File: src/rtl/lc4_exec_wb.sv
// LC4 execute->writeback stage: 2-entry skid buffer, carry flag, NZP register.
// Optional LC4_WB_PARITY_EN adds a per-entry even-parity bit on o_wdata.
module lc4_exec_wb #(
   parameter int WORD_SIZE = 64,
   parameter int REG_BITS  = 3
) (
   input  logic                 clk,
   input  logic                 rst_n,
   input  logic                 i_valid,
   output logic                 o_ready,
   input  logic [15:0]          i_insn,
   input  logic [WORD_SIZE-1:0] i_r1data,
   input  logic [WORD_SIZE-1:0] i_r2data,
   input  logic [WORD_SIZE-1:0] i_alu_result,
   input  logic [REG_BITS-1:0]  i_wsel,
   input  logic                 i_regfile_we,
   input  logic                 i_nzp_we,
   output logic                 o_carry,
   output logic                 o_valid,
   input  logic                 i_ready,
   output logic [REG_BITS-1:0]  o_wsel,
   output logic [WORD_SIZE-1:0] o_wdata,
   output logic                 o_regfile_we,
   output logic [2:0]           o_nzp
`ifdef LC4_WB_PARITY_EN
   ,
   output logic                 o_wdata_par
`endif
);

   typedef struct packed {
      logic [WORD_SIZE-1:0] wdata;
      logic [REG_BITS-1:0]  wsel;
      logic                 regfile_we;
      logic                 nzp_we;
      logic [2:0]           nzp_calc;
`ifdef LC4_WB_PARITY_EN
      logic                 par;
`endif
   } entry_t;

   typedef enum logic [1:0] {
      EMPTY = 2'd0,
      ONE   = 2'd1,
      FULL  = 2'd2
   } state_t;

   state_t state, state_n;
   entry_t main_e, skid_e, new_e;
   logic   accept, retire;
   logic   ld_main_new, ld_main_skid, ld_skid;
   logic   is_sdr1, is_sdr2;
   logic   res_neg, res_zero;
   logic   unused_ok;

   assign o_valid = (state != EMPTY);
   assign o_ready = (state != FULL);
   assign accept  = i_valid & o_ready;
   assign retire  = o_valid & i_ready;

   assign res_neg  = i_alu_result[WORD_SIZE-1];
   assign res_zero = (i_alu_result == '0);

   always_comb begin
      new_e            = '0;
      new_e.wdata      = i_alu_result;
      new_e.wsel       = i_wsel;
      new_e.regfile_we = i_regfile_we;
      new_e.nzp_we     = i_nzp_we;
      new_e.nzp_calc   = {res_neg, res_zero, ~res_neg & ~res_zero};
`ifdef LC4_WB_PARITY_EN
      new_e.par        = ^i_alu_result;
`endif
   end

   always_comb begin
      state_n      = state;
      ld_main_new  = 1'b0;
      ld_main_skid = 1'b0;
      ld_skid      = 1'b0;
      unique case (state)
         EMPTY: begin
            if (accept) begin
               state_n     = ONE;
               ld_main_new = 1'b1;
            end
         end
         ONE: begin
            if (accept & retire) begin
               ld_main_new = 1'b1;
            end else if (accept) begin
               state_n = FULL;
               ld_skid = 1'b1;
            end else if (retire) begin
               state_n = EMPTY;
            end
         end
         FULL: begin
            if (retire) begin
               state_n      = ONE;
               ld_main_skid = 1'b1;
            end
         end
         default: state_n = EMPTY;
      endcase
   end

   always_ff @(posedge clk or negedge rst_n) begin
      if (!rst_n) begin
         state  <= EMPTY;
         main_e <= '0;
         skid_e <= '0;
      end else begin
         state <= state_n;
         if (ld_main_new)
            main_e <= new_e;
         else if (ld_main_skid)
            main_e <= skid_e;
         if (ld_skid)
            skid_e <= new_e;
      end
   end

   // Carry changes at accept so the very next ALU op already sees it.
   assign is_sdr1 = (i_insn[15:12] == 4'b0001) && (i_insn[5:3] == 3'b011);
   assign is_sdr2 = (i_insn[15:12] == 4'b1010) && (i_insn[5:4] == 2'b11);

   always_ff @(posedge clk or negedge rst_n) begin
      if (!rst_n) begin
         o_carry <= 1'b0;
      end else if (accept) begin
         if (is_sdr1)
            o_carry <= i_r1data[0];
         else if (is_sdr2)
            o_carry <= i_r2data[0];
      end
   end

   always_ff @(posedge clk or negedge rst_n) begin
      if (!rst_n)
         o_nzp <= 3'b010;
      else if (retire && main_e.nzp_we)
         o_nzp <= main_e.nzp_calc;
   end

   assign o_wsel       = main_e.wsel;
   assign o_wdata      = main_e.wdata;
   assign o_regfile_we = o_valid & i_ready & main_e.regfile_we;
`ifdef LC4_WB_PARITY_EN
   assign o_wdata_par  = main_e.par;
`endif

   assign unused_ok = ^{i_insn[11:6], i_insn[2:0],
                        i_r1data[WORD_SIZE-1:1],
                        i_r2data[WORD_SIZE-1:1]};

endmodule

File: config.mk
export PLATFORM = sky130hd
export DESIGN_NAME = lc4_exec_wb
export DESIGN_NICKNAME = d
export VERILOG_FILES = /design/src/rtl/lc4_exec_wb.sv
export SDC_FILE = /design/constraint.sdc
export NUM_CORES = 1
export LEC_CHECK = 0
export CELL_PAD_IN_SITES_DETAIL_PLACEMENT = 1
export CELL_PAD_IN_SITES_GLOBAL_PLACEMENT = 1
export CORE_MARGIN = 5
export CORE_UTILIZATION = 29
export CTS_CLUSTER_DIAMETER = 30
export CTS_CLUSTER_SIZE = 40
export DETAILED_ROUTE_END_ITERATION = 12
export PLACE_DENSITY_LB_ADDON = 0.25
export SYNTH_ARGS = -nofsm -noshare
export SYNTH_HDL_FRONTEND = slang
export SYNTH_SLANG_ARGS = --single-unit
File: constraint.sdc
create_clock -name clk -period 1.49 [get_ports clk]
set_input_delay 0.298 -clock clk [delete_from_list [all_inputs] [get_ports clk]]
set_output_delay 0.298 -clock clk [all_outputs]
set_load 0.01 [all_outputs]
# Yosys cells after proc, flatten, opt, wreduce, memory -nomap -nowiden
# Index checks and enable logic that the tools add are counted.
[totals]
regBits = 150
inputBits = 217
out_inout_bits = 74
elab_cells = 58
[classes]
n_eq_ne = 11
mux = 17
bitwise = 7
reduce_logical = 10
[op_table]
columns = ["operator", "count"]
rows = [
  ["72-bit two-way mux", 2],
  ["64-bit zero test", 1],
  ["2-bit two-way mux", 5],
  ["1-bit two-way mux", 8],
  ["2-bit != test (second input constant)", 4],
  ["2-bit one-hot mux with 3 select lines", 1],
  ["2-bit nonzero test", 3],
  ["1-bit bitwise AND", 5],
  ["2-bit equality test (second input constant)", 2],
  ["4-bit by 1-bit equality test with 1-bit output (second input constant)", 1],
  ["4-bit equality test (second input constant)", 1],
  ["4-bit AND reduction", 1],
  ["3-bit by 2-bit equality test with 1-bit output (second input constant)", 1],
  ["1-bit logical AND", 3],
  ["3-bit != test (second input constant)", 1],
  ["2-bit by 1-bit equality test with 1-bit output (second input constant)", 1],
  ["2-bit zero test", 1],
  ["1-bit inverter", 2],
  ["1-bit one-hot mux with 2 select lines", 1],
  ["2-bit AND reduction", 1],
]

# Depth between registers and ports, before layout
[logic_depth]
depth_word = 6
mapped_depth = 7
ltp_nobuf = 4

# Worst setup path before layout
# Ideal clock, no wire load.
[synth_timing]
path_type = "register to register"
from = "register state[1]"
to = "register skid_e[14] (netlist name)"
setup_ns = 0.125
arrival_time_ns = 1.313
path_slack_ns = 0.053
path_stages_with_launch = 5
path_buffers = 1
cell_sequence = "dfrtp_1 nand2b_1 nor2_2 buf_4 mux2_2"
[synth_between]
elab_chain_cells = 5
elab_cells_between_ends = 9
cone_classes = "eq/ne: 2; mux: 3; bitwise: 3; reduce/logical: 1"
[synth_rtl]
columns = ["item", "line", "rtl"]
rows = [
  ["from (decl)", "48", "state_t state, state_n;"],
  ["from (signal assigned)", "114", "state <= state_n;"],
  ["2-bit != test / 2-bit nonzero test (equally long branches)", "57, 56", ""],
  ["1-bit bitwise AND (on tied branches)", "58, 59", ""],
  ["1-bit two-way mux / 1-bit bitwise AND (equally long branches)", "91, 89", ""],
  ["1-bit two-way mux", "89", "if (accept & retire) begin"],
  ["1-bit two-way mux (*)", "81", "unique case (state)"],
  ["to (signal assigned)", "120", "skid_e <= new_e;"],
  ["to (decl)", "49", "entry_t main_e, skid_e, new_e;"],
]
# Every way passes the cells marked *; elsewhere a longest branch is shown, timed or not.
# A chain may end at the register's enable or synchronous reset.

# Worst setup path after layout
[layout_timing]
from = "register state[1]"
to = "register skid_e[37] (netlist name)"
# Same word-level chain as after synthesis.

==> metrics <==
status finished, violations left; violated checks negative setup slack; first-pass GRT wire length 32600 um; Yosys reg bits around 150; vias per cell roughly 4.6; final slew viol count 0; Routed WL between 20000 and 25000 um; vias in the first global route around 5700; DRC Markers 0; Fill cells 2434; commonest non-fill, non-tap cell in the layout dfrtp_1; via total after detailed routing ~5100; CP Max Fanout 8; Placer Congestion about 0.77; Primary FF master, synth dfrtp_1; sequential share of power 0.408; H-tree Lvls 4; area of the multi-input gates between 0.002 and 0.003 mm^2; Internal Pwr Total ~10 mW; Nets 980; Setup TNS -27.31 ns; Slew HR 0.768; Die W around 160 um; CTS tree yes; area grow syn2layout 52.9%; worst endpoint required time 1.79 ns; number of max-cap violations 0; critical path arrival ~2.1 ns; most frequent cells in the layout dfrtp_1, dlygate4sd2_1, mux2_4, nand2_1, buf_4; Seq. cell area 0.00371 mm^2; min Tclk post-route around 1.8 ns; RSZ-0062 raised after global routing yes; post-DP HPWL around 14000 um; PD cells about 1400 mW/mm^2; Post-Synthesis Cells 578; Gate power share 0.300; CTS root buffer clkbuf_16; mapped cell area 0.00691 mm^2; Synth Warn # 0; Net Switching 4.47 mW; Setup CP Type flip-flop to flip-flop; Clock power frac 0.293; clock sink count about 150; FFs w/ async S/R, synth 1.00; CTS buffer count 17; total gr overflow 0; post-synthesis sequential area ratio 0.536; hold_sp i_alu_result[17]; # setup viols final 144; Max Clk Rate about 570 MHz; r2r startpoint state[1]; PortBufs 155; Syn Nets just under 800; WL/cell between 20 and 25 um; worst vdd ir around 0.64 mV; initial antenna violation count 2; P_leak 5.49 nW; post-route ant nets 0; worst hold path class primary input to flip-flop; Final Hold Violating Endpoints 0; largest net degree at the start of global routing 53; switching share of total power 0.298; Crit. End Element flip-flop; Final Util 0.450; Post-synth EDFFs 0; chip height ~160 um; syn_area_per_cell about 12 um^2; die area roughly 0.027 mm^2; Placeable Area 0.0235 mm^2; worst clock skew approximately 0.010 ns; final worst slack -0.280 ns; Tot GR Track Use 0.156; starting density of the core 0.294; IO Count 291; synth unique cells 36; Tcrit/Tclk final 1.19; crit start category flip-flop; proportion of layout cells with a drive suffix above 1 0.338; CTS max path bufs 2; Starting DRT DRC Count 150; clock transition at the registers of the reported paths about 0.06 ns; Worst-Margin Slew between 0.3 and 0.4 ns; row count 56; crit path from state[1]; clk_lat worst skew 0.42 ns; DRT Pass-1 Iters 4
path summary, 6_finish.rpt:
path / slack [ns] / cells past startpoint / to
max: -0.28 / 7 / skid_e[37]
min: 0.14 / 3 / o_wdata[17]
max reg2reg: -0.28 / 7 / skid_e[37]
min reg2reg: 0.51 / 1 / skid_e[17]
max in group asynchronous: 0.49 / 3 / state[1]
min in group asynchronous: 0.35 / 2 / o_nzp[2]
stage by stage:
stage / worst slack (ns) / cell area, um^2 / hold WS, ns / total power [mW] / cells
floorplan: 0.0525 / 6910 / 0.00241 / 8.37 / 578
global placement: -0.851 / 8840 / 0.209 / 9.70 / 1031
detailed placement: -0.917 / 8840 / 0.213 / 9.96 / 1031
CTS: -0.276 / 10100 / 0.280 / 14.7 / 1084
global route: -0.319 / 10600 / 0.141 / 15.7 / 1096
finish: -0.280 / 10600 / 0.140 / 15.0 / 1096
synth_stat cells, types with 2 or more instances:
| library cell | n | share of area |
|---|---|---|
| a21oi_1 | 3 | 0.0022 |
| and2_1 | 2 | 0.0018 |
| buf_4 | 88 | 0.096 |
| buf_6 | 2 | 0.0033 |
| clkbuf_1 | 5 | 0.0027 |
| dfrtp_1 | 147 | 0.53 |
| mux2_1 | 6 | 0.0098 |
| mux2_2 | 68 | 0.11 |
| mux2i_1 | 70 | 0.10 |
| nand2_1 | 69 | 0.037 |
| nand2b_1 | 3 | 0.0027 |
| nand3b_1 | 2 | 0.0022 |
| nand4_1 | 4 | 0.0036 |
| nor2_1 | 2 | 0.0011 |
| nor4_1 | 16 | 0.014 |
| o21ai_0 | 69 | 0.050 |
| o22ai_1 | 3 | 0.0027 |
area by class of cell:
type | count | share of cell area
flip-flops and latches | 148 | 0.351
multi-input cells | 332 | 0.280
repair buffers | 264 | 0.275
clock buffers | 18 | 0.0416
well taps | 319 | 0.0378
clock inverters | 14 | 0.0146
diodes | 1 | 0.000237
power groups by stage:
stage          sequential (mW)  clock, mW  combinational, mW
6_report                  6.10       4.38               4.49
3_3_place_gp              6.01          0               3.70
5_1_grt                   6.25       4.65               4.84
3_5_place_dp              6.11          0               3.84
2_1_floorplan             5.86          0               2.52
4_1_cts                   6.06       4.47               4.16
worst max-delay path: stages, from the launching register on:
cell and delay (ns):
dfrtp_2 0.42, buf_6 0.12, buf_6 0.11, nand2b_4 0.15
nor2_4 0.14, buf_12 0.19, clkbuf_16 0.20, mux2_4 0.31
metal layers:
metal | vias to the layer above | global-route usage | routed length (um)
li1 | 2335 | - | -
met1 | 2600 | 0.202 | 10100
met2 | 119 | 0.262 | 11400
met3 | 18 | 0.0394 | 1090
met4 | 2 | 0.0419 | 208
met5 | - | 0 | 13
registers in the layout, indices dropped and copies added (netlist names):
| name | count |
|---|---|
| o_carry | 1 |
| o_nzp | 3 |
| skid_e | 71 |
| state | 2 |
| o_wdata | 64 |
| o_wsel | 3 |
| main_e | 4 |
timing repair:
action,in CTS,in global routing
pin swaps,10,28
buffers inserted,13,11
hold endpoints to repair,26,0
gates resized for setup,267,117
setup endpoints to repair,205,147
hold buffers,1,0
gates cloned,9,6
cell families after synthesis:
family          after synthesis  share of synthesized area
simple gates                108                     0.0768
buf+inv                      98                      0.104
compound gates               80                     0.0607
mux                         144                      0.222
flops                       148                      0.536
Note: power is estimated with default switching activity, not from simulation.
